**src/rtl/fetch_sequencer_if.sv**
```systemverilog
// -----------------------------------------------------------------------------
// fetch_sequencer_if
// Bundles the fetch sequencer's control inputs (run/halt/step, stall, jump)
// and its fetch-side outputs (ROM address, valid/PC tag, debug status).
//
// Modports:
//   master - the fetch sequencer: consumes control, drives ROM address/tags.
//   slave  - the surrounding logic (hazard/branch unit, debugger, consumer):
//            drives control, observes ROM address/tags.
//
// Signals:
//   run_en, halt_req, step_req  debug run/halt/single-step control
//   stall                       downstream cannot accept an instruction
//   jump_flag, jump_addr        one-cycle redirect request and target
//   rom_addr                    combinational ROM read address
//   instr_valid, instr_pc       registered tag for the word on ROM douta
//   pc                          registered next-fetch address
//   halted                      sequencer is idle or halted
//   fetch_count                 count of issued fetches (wraps)
// -----------------------------------------------------------------------------
interface fetch_sequencer_if #(
  parameter int Addr_B = 10,
  parameter int CNT_B  = 32
);
  logic              run_en;
  logic              halt_req;
  logic              step_req;
  logic              stall;
  logic              jump_flag;
  logic [Addr_B-1:0] jump_addr;
  logic [Addr_B-1:0] rom_addr;
  logic              instr_valid;
  logic [Addr_B-1:0] instr_pc;
  logic [Addr_B-1:0] pc;
  logic              halted;
  logic [CNT_B-1:0]  fetch_count;

  modport master (
    input  run_en, halt_req, step_req, stall, jump_flag, jump_addr,
    output rom_addr, instr_valid, instr_pc, pc, halted, fetch_count
  );

  modport slave (
    output run_en, halt_req, step_req, stall, jump_flag, jump_addr,
    input  rom_addr, instr_valid, instr_pc, pc, halted, fetch_count
  );
endinterface

```
**src/rtl/fetch_sequencer.sv**
```systemverilog
// -----------------------------------------------------------------------------
// fetch_sequencer
// Owns the program counter of the fetch stage and drives the synchronous
// instruction ROM address. Because the ROM has one cycle of read latency, the
// sequencer tags the word appearing on douta with a registered valid bit and
// the address it was read from. Supports stalls, zero-bubble jump redirects
// and debug run / halt / single-step control.
//
// Ports:
//   clk    rising-edge clock
//   reset  asynchronous, active-high reset
//   bus    fetch_sequencer_if.master (control in, ROM address/tags out)
//
// Parameters:
//   width_B  instruction word width (carried for the stage, unused here)
//   Addr_B   ROM address / PC width
//   CNT_B    issued-fetch counter width
// -----------------------------------------------------------------------------
module fetch_sequencer #(
  parameter int width_B = 32,
  parameter int Addr_B  = 10,
  parameter int CNT_B   = 32
) (
  input  logic                  clk,
  input  logic                  reset,
  fetch_sequencer_if.master     bus
);

  typedef enum logic [1:0] {
    IDLE = 2'd0,
    RUN  = 2'd1,
    HALT = 2'd2,
    STEP = 2'd3
  } state_t;

  localparam logic [Addr_B-1:0] ADDR_ONE = Addr_B'(1);
  localparam logic [CNT_B-1:0]  CNT_ONE  = CNT_B'(1);

  state_t            state_r;
  state_t            state_nx_s;
  logic [Addr_B-1:0] pc_r;
  logic [Addr_B-1:0] instr_pc_r;
  logic              instr_valid_r;
  logic [CNT_B-1:0]  fetch_count_r;

  logic              fetching_s;
  logic              jump_issue_s;
  logic              issue_s;
  logic              fire_s;
  logic              pc_load_s;
  logic              halted_s;
  logic [Addr_B-1:0] rom_addr_s;

  // State register.
  always_ff @(posedge clk or posedge reset) begin
    if (reset) begin
      state_r <= IDLE;
    end else begin
      state_r <= state_nx_s;
    end
  end

  // Next-state decode; halt_req always outranks run_en, and STEP leaves only
  // once its single issue (normal or jump) has actually happened.
  always_comb begin
    state_nx_s = state_r;
    case (state_r)
      IDLE: begin
        if (bus.run_en && !bus.halt_req) begin
          state_nx_s = RUN;
        end else begin
          state_nx_s = IDLE;
        end
      end
      RUN: begin
        if (bus.halt_req) begin
          state_nx_s = HALT;
        end else begin
          state_nx_s = RUN;
        end
      end
      HALT: begin
        if (bus.halt_req) begin
          state_nx_s = HALT;
        end else if (bus.run_en) begin
          state_nx_s = RUN;
        end else if (bus.step_req) begin
          state_nx_s = STEP;
        end else begin
          state_nx_s = HALT;
        end
      end
      STEP: begin
        if (fire_s) begin
          state_nx_s = HALT;
        end else begin
          state_nx_s = STEP;
        end
      end
      default: state_nx_s = IDLE;
    endcase
  end

  // Output/issue decode. With no issue the ROM is pointed back at instr_pc so
  // douta keeps presenting the same word (needed to hold it across a stall).
  always_comb begin
    fetching_s   = (state_r == RUN) || (state_r == STEP);
    jump_issue_s = fetching_s && bus.jump_flag;
    issue_s      = fetching_s && !bus.stall && !((state_r == RUN) && bus.halt_req);
    fire_s       = jump_issue_s || issue_s;
    pc_load_s    = !fetching_s && bus.jump_flag;
    halted_s     = !fetching_s;
    if (jump_issue_s) begin
      rom_addr_s = bus.jump_addr;
    end else if (issue_s) begin
      rom_addr_s = pc_r;
    end else begin
      rom_addr_s = instr_pc_r;
    end
  end

  // PC, fetch tag and issue counter. A jump issues its target immediately,
  // so the following fetch is target+1 and no bubble appears.
  always_ff @(posedge clk or posedge reset) begin
    if (reset) begin
      pc_r          <= '0;
      instr_pc_r    <= '0;
      instr_valid_r <= 1'b0;
      fetch_count_r <= '0;
    end else if (jump_issue_s) begin
      pc_r          <= bus.jump_addr + ADDR_ONE;
      instr_pc_r    <= bus.jump_addr;
      instr_valid_r <= 1'b1;
      fetch_count_r <= fetch_count_r + CNT_ONE;
    end else if (issue_s) begin
      pc_r          <= pc_r + ADDR_ONE;
      instr_pc_r    <= pc_r;
      instr_valid_r <= 1'b1;
      fetch_count_r <= fetch_count_r + CNT_ONE;
    end else if (pc_load_s) begin
      // Debugger PC load while idle/halted: nothing is fetched.
      pc_r          <= bus.jump_addr;
      instr_pc_r    <= instr_pc_r;
      instr_valid_r <= 1'b0;
      fetch_count_r <= fetch_count_r;
    end else begin
      pc_r          <= pc_r;
      instr_pc_r    <= instr_pc_r;
      instr_valid_r <= bus.stall ? instr_valid_r : 1'b0;
      fetch_count_r <= fetch_count_r;
    end
  end

  assign bus.rom_addr    = rom_addr_s;
  assign bus.instr_valid = instr_valid_r;
  assign bus.instr_pc    = instr_pc_r;
  assign bus.pc          = pc_r;
  assign bus.halted      = halted_s;
  assign bus.fetch_count = fetch_count_r;

endmodule

```
**src/flat_wrapper.sv**
```systemverilog
// flat-port wrapper written by rule: the top's interface ports become plain ports
module fetch_sequencer_flat 
#(
  parameter int width_B = 32,
  parameter int Addr_B  = 10,
  parameter int CNT_B   = 32
)
  (clk, reset, bus_run_en, bus_halt_req, bus_step_req, bus_stall, bus_jump_flag, bus_jump_addr, bus_rom_addr, bus_instr_valid, bus_instr_pc, bus_pc, bus_halted, bus_fetch_count);
  fetch_sequencer_if #(.Addr_B(Addr_B), .CNT_B(CNT_B)) bus_i ();
  input  logic clk;
  input  logic reset;
  input wire logic [$bits(bus_i.run_en)-1:0] bus_run_en;
  input wire logic [$bits(bus_i.halt_req)-1:0] bus_halt_req;
  input wire logic [$bits(bus_i.step_req)-1:0] bus_step_req;
  input wire logic [$bits(bus_i.stall)-1:0] bus_stall;
  input wire logic [$bits(bus_i.jump_flag)-1:0] bus_jump_flag;
  input wire logic [$bits(bus_i.jump_addr)-1:0] bus_jump_addr;
  output wire logic [$bits(bus_i.rom_addr)-1:0] bus_rom_addr;
  output wire logic [$bits(bus_i.instr_valid)-1:0] bus_instr_valid;
  output wire logic [$bits(bus_i.instr_pc)-1:0] bus_instr_pc;
  output wire logic [$bits(bus_i.pc)-1:0] bus_pc;
  output wire logic [$bits(bus_i.halted)-1:0] bus_halted;
  output wire logic [$bits(bus_i.fetch_count)-1:0] bus_fetch_count;
  assign bus_i.run_en = bus_run_en;
  assign bus_i.halt_req = bus_halt_req;
  assign bus_i.step_req = bus_step_req;
  assign bus_i.stall = bus_stall;
  assign bus_i.jump_flag = bus_jump_flag;
  assign bus_i.jump_addr = bus_jump_addr;
  assign bus_rom_addr = bus_i.rom_addr;
  assign bus_instr_valid = bus_i.instr_valid;
  assign bus_instr_pc = bus_i.instr_pc;
  assign bus_pc = bus_i.pc;
  assign bus_halted = bus_i.halted;
  assign bus_fetch_count = bus_i.fetch_count;
  fetch_sequencer #(.width_B(width_B), .Addr_B(Addr_B), .CNT_B(CNT_B)) u_core (.clk(clk), .reset(reset), .bus(bus_i));
endmodule
```
**config.mk**
```make
export PLATFORM = sky130hd
export DESIGN_NAME = fetch_sequencer_flat
export DESIGN_NICKNAME = d
export VERILOG_FILES = /design/src/rtl/fetch_sequencer_if.sv /design/src/rtl/fetch_sequencer.sv /design/src/flat_wrapper.sv
export SDC_FILE = /design/constraint.sdc
export NUM_CORES = 1
export LEC_CHECK = 0
export ABC_AREA = 1
export CORE_MARGIN = 3
export CORE_UTILIZATION = 25
export CTS_BUF_LIST = sky130_fd_sc_hd__clkbuf_8
export DETAILED_ROUTE_END_ITERATION = 8
export GPL_TIMING_DRIVEN = 0
export HOLD_SLACK_MARGIN = 0.03
export PLACE_DENSITY = 0.55
export SYNTH_ARGS = -nofsm -noshare
export SYNTH_HDL_FRONTEND = slang
export SYNTH_SLANG_ARGS = --single-unit
```
**constraint.sdc**
```tcl
create_clock -name clk -period 1.9 [get_ports clk]
set_input_delay 0.38 -clock clk [delete_from_list [all_inputs] [get_ports clk]]
set_output_delay 0.38 -clock clk [all_outputs]
set_load 0.005 [all_outputs]
```
==> key figures, run 1 <==
Logic synthesis
  – Main flop type after synthesis: dfrtp_1
  – Synthesized flop and latch total: 55
  – Cells after Synth: 480
  – Synth top area share: 41.0%
  – Syn_nets: 500
  – Mean Syn Cell Area: 6.99 sq um
  – Synth Warn #: 0
  – Register area share after synthesis: 41.0%
  – Top cell type by total area after synthesis: dfrtp_1
  – Top post-synthesis cells by area: dfrtp_1 41%, nand2_1 16%, nor2_1 9.4%
  – Mapped cell area: 3360 sq um
  – Synth cell types: 34
  – Post-synth EDFFs: 0
  – Asr flop ratio synth: 100%

Clock tree
  – TritonCTS clock tree: done
  – Clock sinks: 55
  – Root Driver: clkbuf_8
  – # hold bufs at CTS: 0
  – Clock latency on the worst-skew pair: 0.33 ns
  – Clk pin slew, worst setup/hold paths: 0.12 ns
  – H-tree depth: 2
  – Num CTS Buffers: 5
  – CTS Buffer Depth: 2

Route
  – ANT nets after route: 0
  – Vias: 3481
  – Vias per inst: 4.54
  – Post-DR wirelength/cell: 13.9 um
  – First drt pass iteration count: 5
  – DRC: 0
  – Routed WL: 10600 um
  – DRT iter0 DRCs: 190

Timing
  – Slew Viols, Final: 0
  – Setup Skew: 0.0145 ns
  – RSZ-0062 raised after global routing: yes
  – Period utilisation layout: 106%
  – Max Freq: 494 MHz
  – Final Hold Fails: 0
  – Actual slew at the worst max-slew pin: 0.597 ns
  – Final min period: 2.02 ns
  – Relative slew slack: 60.1%
  – Finish-stage setup viols: 10
  – Setup WS post-layout: -0.123 ns
  – Hold Slack: 0.430 ns

Status
  – Violated checks: setup timing
  – Status: finished with violations

Min path
  – Hold Path Class: input port to async pin

Setup path
  – WP data arrival: 1.64 ns
  – Critical Path RT: 1.52 ns
  – Setup crit end kind: primary output
  – Crit Path Class: flip-flop to primary output
  – Worst setup SP type: flip-flop
  – Crit-path max FO: 3

Floorplan
  – Full die area: 14900 sq um
  – Die W: 122 um
  – Core area: 12900 sq um
  – Starting Density: 26.1%
  – # rows: 41
  – Die height: 122 um
  – # IOs: 81

Final layout
  – Diode count: 0
  – Area growth, synth to finish: 46.9%
  – Non-filler cells, final: 766
  – Final nets: 613
  – Share of layout cells above drive strength 1: 16.7%

Placed design
  – Gp weighted congestion: 0.850
  – Worst setup slack after placement: -1.07 ns
  – Dpl hpwl: 7760 um
  – IO Port Bufs: 80
  – Post-Place Cells: 733

GRT
  – Gr usage total: 14.9%
  – First-pass GRT wire length: 17500 um
  – Vias in the first global route: 3542
  – Largest net degree at the start of global routing: 29
  – Grt total ovfl: 0
  – Initial antenna violation count: 0

Pwr
  – Power Total: 5370 uW
  – Peak VDD IR: 0.000620 V
  – PwrDens: 1090 nW/um^2
  – Leakage: 0.00221 uW

Job
  – Max-cap violations: 0
-- through the flow --
stage               TNS [ns]  utilization [%]  area [sq um]
floorplan                  0                -          3360
global placement      -72.21             34.0          4370
detailed placement    -13.88             34.1          4390
CTS                    -1.21             37.5          4830
global route           -1.85             38.3          4930
finish                -0.779             38.3          4930
-- logic make-up (layout without fill, tap and decap cells) --
family                   count (synthesis)  in the layout  share of synthesized area [%]
buffers and inverters                   59            173                           7.16
XOR/XNOR                                20             20                           5.22
flip-flops                              55             55                           41.0
adder cells (fa/ha/maj)                  3              3                           1.12
AO/OA/AOI/OAI                           44             44                           7.34
AND/OR/NAND/NOR                        299            299                           38.2
-- where the power goes --
group / switching [uW] / internal, uW
logic: 1300 / 1480
clock network: 452 / 266
registers: 392 / 1470
total: 2150 / 3220
-- metal layers --
layer  GRT usage, %  share of wire [%]  up-vias  routed length [um]
li1               -                  -     1752                   -
met1           18.7                 44     1595                4710
met2           26.0                 48      115                5090
met3           3.11                5.8       19                 614
met4           3.78                2.0        0                 215
met5              0                  0        -                   0
-- cells in the final DEF (no fill, tap or decap), drive strengths merged, types with 2 or more instances in the layout --
cell type and n:
inv 52, clkbuf 7, ha 3, dlygate4sd2 4, nor3 2, xnor2 9, clkdlybuf4s50 66, nand3b 9
o22ai 5, buf 40, xor2 11, a21oi 17, dfrtp 55, a31oi 2, and2 2, nor2 90
clkinv 2, o21ai 14, o21a 2, nand2 152, nand3 34, nand4 8
-- worst paths after layout --
check | start | endpoint | slack (ns) | cells after the start
min in group clk | bus_halt_req | u_core.state_r[0] | 0.44 | 2
max in group asynchronous | reset | u_core.bus.pc[4] | 0.90 | 3
hold reg to reg | u_core.bus.fetch_count[31] | u_core.bus.fetch_count[31] | 0.51 | 2
setup / recovery | u_core.state_r[1] | bus_rom_addr[8] | -0.12 | 9
hold / removal | reset | u_core.bus.fetch_count[25] | 0.43 | 2
setup reg to reg | u_core.state_r[0] | u_core.bus.pc[7] | 0.15 | 12
-- repair_timing --
action / in CTS / in global routing
setup endpoints to repair: 10 / 17
resized for setup: 96 / 21
buffers inserted: 21 / 4
gates cloned: 1 / 0
pin swaps: 9 / 9
-- sequential cells by signal, summed over array words and instances (netlist names) --
name,cells
u_core.bus.fetch_count,32
u_core.state_r,2
u_core.bus.instr_valid,1
u_core.bus.instr_pc,10
u_core.bus.pc,10
-- area by class of cell --
| cell class | count | area, sq um |
|---|---|---|
| fill | 1351 | 7940 |
| multi-input combinational | 366 | 1940 |
| sequential | 55 | 1380 |
| timing repair buffer | 107 | 997 |
| tap | 172 | 215 |
| inverter | 52 | 209 |
| buffer | 6 | 103 |
| clock buffer | 5 | 68.8 |
| clock inverter | 3 | 22.5 |
-- synthesized netlist by cell type (2+ instances only) --
library cell	count
nand2_1	146
nor2_1	84
dfrtp_1	55
inv_1	49
nand3_1	34
a21oi_1	17
o21ai_0	13
xor2_1	11
nand3b_1	9
xnor2_1	9
nand4_1	8
nand2_2	5
o22ai_1	5
nor2_2	4
buf_2	3
ha_1	3
inv_2	3
a31oi_1	2
and2_1	2
buf_4	2
nor2_4	2
o21a_1	2
-- critical path, cell delays in order (launching register included) --
cell and delay (ns):
dfrtp_1 0.41, inv_2 0.08, nand2_2 0.06, nand2_4 0.11
buf_6 0.12, buf_4 0.11, clkinvlp_4 0.10, o21ai_2 0.13
o21ai_2 0.08, buf_2 0.13
Power figures use the tool's default switching activity.
==> run 2, diff against run 1 <==
--- a/config.mk
+++ b/config.mk
@@ -7,12 +7,12 @@
 export LEC_CHECK = 0
 export ABC_AREA = 1
 export CORE_MARGIN = 3
-export CORE_UTILIZATION = 25
+export CORE_UTILIZATION = 48
 export CTS_BUF_LIST = sky130_fd_sc_hd__clkbuf_8
 export DETAILED_ROUTE_END_ITERATION = 8
 export GPL_TIMING_DRIVEN = 0
 export HOLD_SLACK_MARGIN = 0.03
-export PLACE_DENSITY = 0.55
+export PLACE_DENSITY = 0.87
 export SYNTH_ARGS = -nofsm -noshare
 export SYNTH_HDL_FRONTEND = slang
 export SYNTH_SLANG_ARGS = --single-unit
==> constraint.sdc (replaced) <==
create_clock -name clk -period 1.88 [get_ports clk]
set_input_delay 0.376 -clock clk [delete_from_list [all_inputs] [get_ports clk]]
set_output_delay 0.376 -clock clk [all_outputs]
set_load 0.005 [all_outputs]
==> run 2 against run 1 <==
The flow still finishes with violations (setup timing). Worst hold slack worse by 0.11 ns. Design area down 3.8%. Critical path depth down 1. Sequential share of layout area up 1.1 points. Routed wire length down 4.4%. Core utilization up 34 points. Power about the same. Final cell count down 10%. Clock power down 6.0%. Largest power group unchanged. Highest routed layer unchanged.
==> key figures, run 2 (synthesis results as in run 1) <==
Status
  – Status: finished with violations
  – Violated checks: setup timing

Timing
  – Finish-stage setup viols: 10
  – Final Hold Fails: 0
  – Hold Slack: 0.319 ns
  – Relative slew slack: 75.4%
  – Setup Skew: 0.0124 ns
  – Setup WS post-layout: -0.110 ns
  – Max Freq: 502 MHz
  – Period utilisation layout: 106%
  – Slew Viols, Final: 0
  – Final min period: 1.99 ns
  – Actual slew at the worst max-slew pin: 0.365 ns
  – RSZ-0062 raised after global routing: yes

Setup path
  – CP Buf/Inv Count: 4
  – Worst setup SP type: flip-flop
  – Crit-path max cell delay: 0.42 ns
  – Crit-path max FO: 7
  – Crit-path cells: inv_2 > nand2_2 > nand2_4 > nand2_4 > buf_12 > buf_8 > o21a_1 > buf_2
  – Critical Path Most Common Cell: nand2_4
  – Crit Path Class: flip-flop to primary output
  – Setup crit end kind: primary output
  – CP max stage cell: dfrtp_1
  – CP delay by family, top: buffers and inverters
  – Reg2reg path depth: 9
  – WP data arrival: 1.61 ns
  – Worst path depth: 8
  – Critical Path RT: 1.50 ns

Clock tree
  – H-tree depth: 2
  – Clock latency on the worst-skew pair: 0.32 ns
  – # hold bufs at CTS: 0
  – Root Driver: clkbuf_8
  – Clock sinks: 55
  – Clk pin slew, worst setup/hold paths: 0.10 ns
  – TritonCTS clock tree: done
  – Num CTS Buffers: 5
  – CTS Buffer Depth: 2

Floorplan
  – Die W: 89.6 um
  – # IOs: 81
  – Core area: 6570 sq um
  – Die height: 89.6 um
  – Starting Density: 51.1%
  – # rows: 29
  – Full die area: 8030 sq um

Pwr
  – Peak VDD IR: 0.000738 V
  – PwrDens: 1130 nW/um^2
  – Leakage: 0.00220 uW
  – Power Total: 5370 uW

Final layout
  – Final nets: 615
  – Core Util, Final: 72.3%
  – Sequential cell area: 1380 sq um
  – Most frequent cells in the layout: 143 x nand2_1, 78 x nor2_1, 66 x clkdlybuf4s50_1
  – Area growth, synth to finish: 41.4%
  – Multi-input gate area: 1880 sq um
  – Diode count: 0
  – Max FFs per register: 32
  – Commonest non-fill, non-tap cell in the layout: nand2_1
  – Fillers: 499
  – Finished Cell Area: 4750 sq um
  – Share of layout cells above drive strength 1: 15.4%

GRT
  – Vias in the first global route: 3674
  – Initial antenna violation count: 0
  – Grt total ovfl: 0
  – Largest net degree at the start of global routing: 44
  – First-pass GRT wire length: 17000 um
  – Gr usage total: 27.0%

Route
  – First drt pass iteration count: 5
  – DRT iter0 DRCs: 315
  – Routed WL: 10200 um
  – Vias per inst: 5.41
  – DRC: 0
  – Post-DR wirelength/cell: 14.8 um
  – ANT nets after route: 0
  – Vias: 3725

Placed design
  – Gp weighted congestion: 0.950
  – IO Port Bufs: 80
  – Dpl hpwl: 6970 um
  – Post-DP Area: 4290 sq um
  – Worst setup slack after placement: -0.993 ns

Job
  – Max-cap violations: 0

Min path
  – Hold Path Class: input port to async pin
[run 2: cell type report]
cell class,count,area share [%]
Multi-Input combinational cell,366,39.6
Sequential cell,55,29.0
Timing Repair Buffer,109,20.8
Inverter,52,4.43
Tap cell,93,2.45
Buffer,6,1.92
Clock buffer,5,1.45
Clock inverter,3,0.343
[run 2: final timing paths]
kind	start	end	slack (ns)
max reg2reg	u_core.bus.fetch_count[1]	u_core.bus.fetch_count[18]	0.15
min in group clk	bus_halt_req	u_core.state_r[0]	0.44
max in group asynchronous	reset	u_core.bus.fetch_count[0]	1.02
max	u_core.state_r[1]	bus_rom_addr[0]	-0.11
min reg2reg	u_core.bus.fetch_count[31]	u_core.bus.fetch_count[31]	0.51
min	reset	u_core.bus.instr_pc[3]	0.32
[run 2: timing repair]
item                                    CTS  global route
hold endpoints to repair                  0             0
resized for setup                        87            16
buffers inserted                         23             5
pin swaps                                10            10
endpoints found under the setup margin   10            17
[run 2: report_power, final]
group	internal (uW)	total, uW	switching [uW]
Sequential	1480	1870	389
Clock	257	676	419
Combinational	1500	2820	1320
Total	3240	5370	2130
[run 2: routing by layer]
| metal | GRT usage, % | share of wire, % | routed length, um | vias up |
|---|---|---|---|---|
| met2 | 49.1 | 50 | 5110 | 191 |
| met3 | 5.11 | 8.4 | 856 | 43 |
| met1 | 32.2 | 38 | 3870 | 1734 |
| li1 | - | - | - | 1757 |
| met4 | 7.98 | 3.2 | 327 | 0 |
| met5 | 0 | 0 | 0 | - |
[run 2: through the flow]
stage	instances	setup TNS, ns
floorplan	480	0
global placement	653	-58.46
detailed placement	654	-12.70
CTS	684	-0.715
global route	689	-1.44
finish	689	-0.674
==> run 3, diff against run 2 <==
--- a/config.mk
+++ b/config.mk
@@ -13,6 +13,7 @@
 export GPL_TIMING_DRIVEN = 0
 export HOLD_SLACK_MARGIN = 0.03
 export PLACE_DENSITY = 0.87
+export SLEW_MARGIN = 20
 export SYNTH_ARGS = -nofsm -noshare
 export SYNTH_HDL_FRONTEND = slang
 export SYNTH_SLANG_ARGS = --single-unit
==> run 3 against run 2 <==
The flow still finishes with violations (setup timing). Clock skew rose by 0.0010 ns. Die area unchanged. Routed wire length rose by 3.4%. Sequential share of layout area is 0.077 points higher. Combinational power hardly changed. Clock power is essentially flat. Worst hold slack better by 0.14 ns. Non-clock buffer count decreased by 1. Via count grew 2.2%. Design area shrank 0.26%. Sequential cell count unchanged. Sequential power barely moved.
==> key figures, run 3 (synthesis results as in run 1) <==
Pwr
  – PwrDens: 1140 nW/um^2
  – Pint: 3220 uW
  – Switch Pwr: 2160 uW
  – Clock share of power: 12.6%
  – Peak VDD IR: 0.000828 V
  – Logic pwr share: 52.6%
  – Sequential Power Share: 34.8%
  – Sw Share: 40.2%
  – Leakage: 0.00219 uW

Clock tree
  – # hold bufs at CTS: 0
  – CTS Buffer Depth: 2
  – Root Driver: clkbuf_8
  – TritonCTS clock tree: done
  – Clock latency on the worst-skew pair: 0.32 ns
  – Clk pin slew, worst setup/hold paths: 0.10 ns
  – Num CTS Buffers: 5
  – H-tree depth: 2
  – Clock sinks: 55

Min path
  – Hold Path Class: input port to flip-flop

Timing
  – Period utilisation layout: 108%
  – RSZ-0062 raised after global routing: yes
  – Setup WS post-layout: -0.144 ns
  – Max Freq: 494 MHz
  – Final min period: 2.02 ns
  – Slew Viols, Final: 0
  – Finish-stage setup viols: 10
  – Actual slew at the worst max-slew pin: 0.682 ns
  – Setup Skew: 0.0134 ns
  – Final Hold Fails: 0
  – Hold Slack: 0.457 ns
  – Relative slew slack: 54.5%

GRT
  – First-pass GRT wire length: 17200 um
  – Vias in the first global route: 3803
  – Gr usage total: 27.3%
  – Grt total ovfl: 0
  – Initial antenna violation count: 0
  – Largest net degree at the start of global routing: 56

Route
  – Post-DR wirelength/cell: 15.3 um
  – DRC: 0
  – ANT nets after route: 0
  – Vias per inst: 5.53
  – Routed WL: 10500 um
  – DRT iter0 DRCs: 314
  – Vias: 3806
  – First drt pass iteration count: 5

Job
  – Max-cap violations: 0

Placed design
  – Post-DP Area: 4280 sq um
  – Worst setup slack after placement: -0.994 ns
  – Post-Place Cells: 653
  – IO Port Bufs: 80
  – Gp weighted congestion: 0.950
  – Dpl hpwl: 6880 um

Setup path
  – Setup crit end kind: primary output
  – CP max stage cell: dfrtp_1
  – Crit-path max cell delay: 0.41 ns
  – CP Capture Point: bus_rom_addr[0]
  – Flop-to-flop setup slack: 0.17 ns
  – Critical Path RT: 1.50 ns
  – Worst setup path start: u_core.state_r[1]
  – RR Startpoint: u_core.bus.fetch_count[1]
  – WP data arrival: 1.65 ns
  – Worst flop-to-flop path endpoint: u_core.bus.fetch_count[18]
  – Reg2reg path depth: 9
  – Worst setup SP type: flip-flop
  – Crit-path max FO: 7
  – Crit Path Class: flip-flop to primary output
  – Crit-path cells: inv_2 > nand2_2 > nand2_4 > nand2_4 > buf_12 > buf_12 > o21a_1 > buf_2

Floorplan
  – Core area: 6570 sq um
  – Full die area: 8030 sq um
  – # rows: 29
  – Starting Density: 51.1%
  – # IOs: 81
  – Die W: 89.6 um
  – Die height: 89.6 um

Status
  – Violated checks: setup timing
  – Status: finished with violations

Final layout
  – Non-filler cells, final: 688
  – Diode count: 0
  – Area growth, synth to finish: 41.0%
  – Final nets: 614
  – Most frequent cells in the layout: 144 x nand2_1, 77 x nor2_1, 66 x clkdlybuf4s50_1
  – Share of layout cells above drive strength 1: 15.5%
  – Fillers: 502
  – Finished Cell Area: 4730 sq um
  – Max FFs per register: 32
  – Commonest non-fill, non-tap cell in the layout: nand2_1
-- run 3: cell count changes in the layout (fill, tap and decap cells not counted), sizes merged --
cell    delta
clkbuf     -1
-- run 3: critical path, delay by kind of cell, from the launching register on --
kind            cells  cell delay [ns]
compound gates      1             0.18
buf+inv             4             0.47
flops               1             0.41
simple gates        3             0.26
-- run 3: routing by layer --
metal  track usage [%]  share of wire (%)  vias to the layer above
li1                  -                  -                     1760
met2              48.1                 50                      211
met1              31.8                 38                     1781
met5                 0                  0                        -
met4              12.3                4.1                        0
met3              5.47                8.8                       54
-- run 3: how the worst min path moves through the flow --
stage | startpoint | end | slack (ns) | cells past startpoint
6_report | bus_halt_req | u_core.state_r[0] | 0.46 | 2
5_1_grt | bus_halt_req | u_core.state_r[0] | 0.46 | 2
4_1_cts | bus_halt_req | u_core.state_r[0] | 0.44 | 2
3_5_place_dp | u_core.bus.fetch_count[31] | u_core.bus.fetch_count[31] | 0.48 | 2
3_3_place_gp | u_core.bus.fetch_count[31] | u_core.bus.fetch_count[31] | 0.49 | 2
2_1_floorplan | bus_halt_req | u_core.state_r[0] | 0.48 | 1
-- run 3: area by class of cell --
| cell class | count | area, sq um | share of cell area (%) |
|---|---|---|---|
| Multi-Input combinational cell | 366 | 1880 | 39.8 |
| Sequential cell | 55 | 1380 | 29.1 |
| Timing Repair Buffer | 108 | 967 | 20.4 |
| Inverter | 52 | 210 | 4.44 |
| Tap cell | 93 | 116 | 2.46 |
| Buffer | 6 | 92.6 | 1.96 |
| Clock buffer | 5 | 68.8 | 1.45 |
| Clock inverter | 3 | 16.3 | 0.344 |
-- run 3: through the flow --
stage	total power (uW)	setup TNS, ns	utilization, %
2_1_floorplan	2810	0	-
3_3_place_gp	3970	-58.46	65.1
3_5_place_dp	4020	-12.22	65.1
4_1_cts	5100	-0.634	70.6
5_1_grt	5690	-1.60	72.1
6_report	5380	-0.880	72.1
-- run 3: timing repair --
action	4_1_cts	5_1_grt
endpoints found under the hold margin	0	0
gates resized for setup	86	18
endpoints found under the setup margin	10	16
setup buffers	25	3
pin swaps	11	10
-- run 3: power groups by stage --
| stage | sequential [uW] | clock [uW] | combinational, uW |
|---|---|---|---|
| after floorplan | 1800 | 0 | 1010 |
| after global placement | 1830 | 0 | 2140 |
| after detailed placement | 1840 | 0 | 2180 |
| after CTS | 1830 | 671 | 2600 |
| after global routing | 1910 | 719 | 3070 |
| final | 1870 | 676 | 2830 |
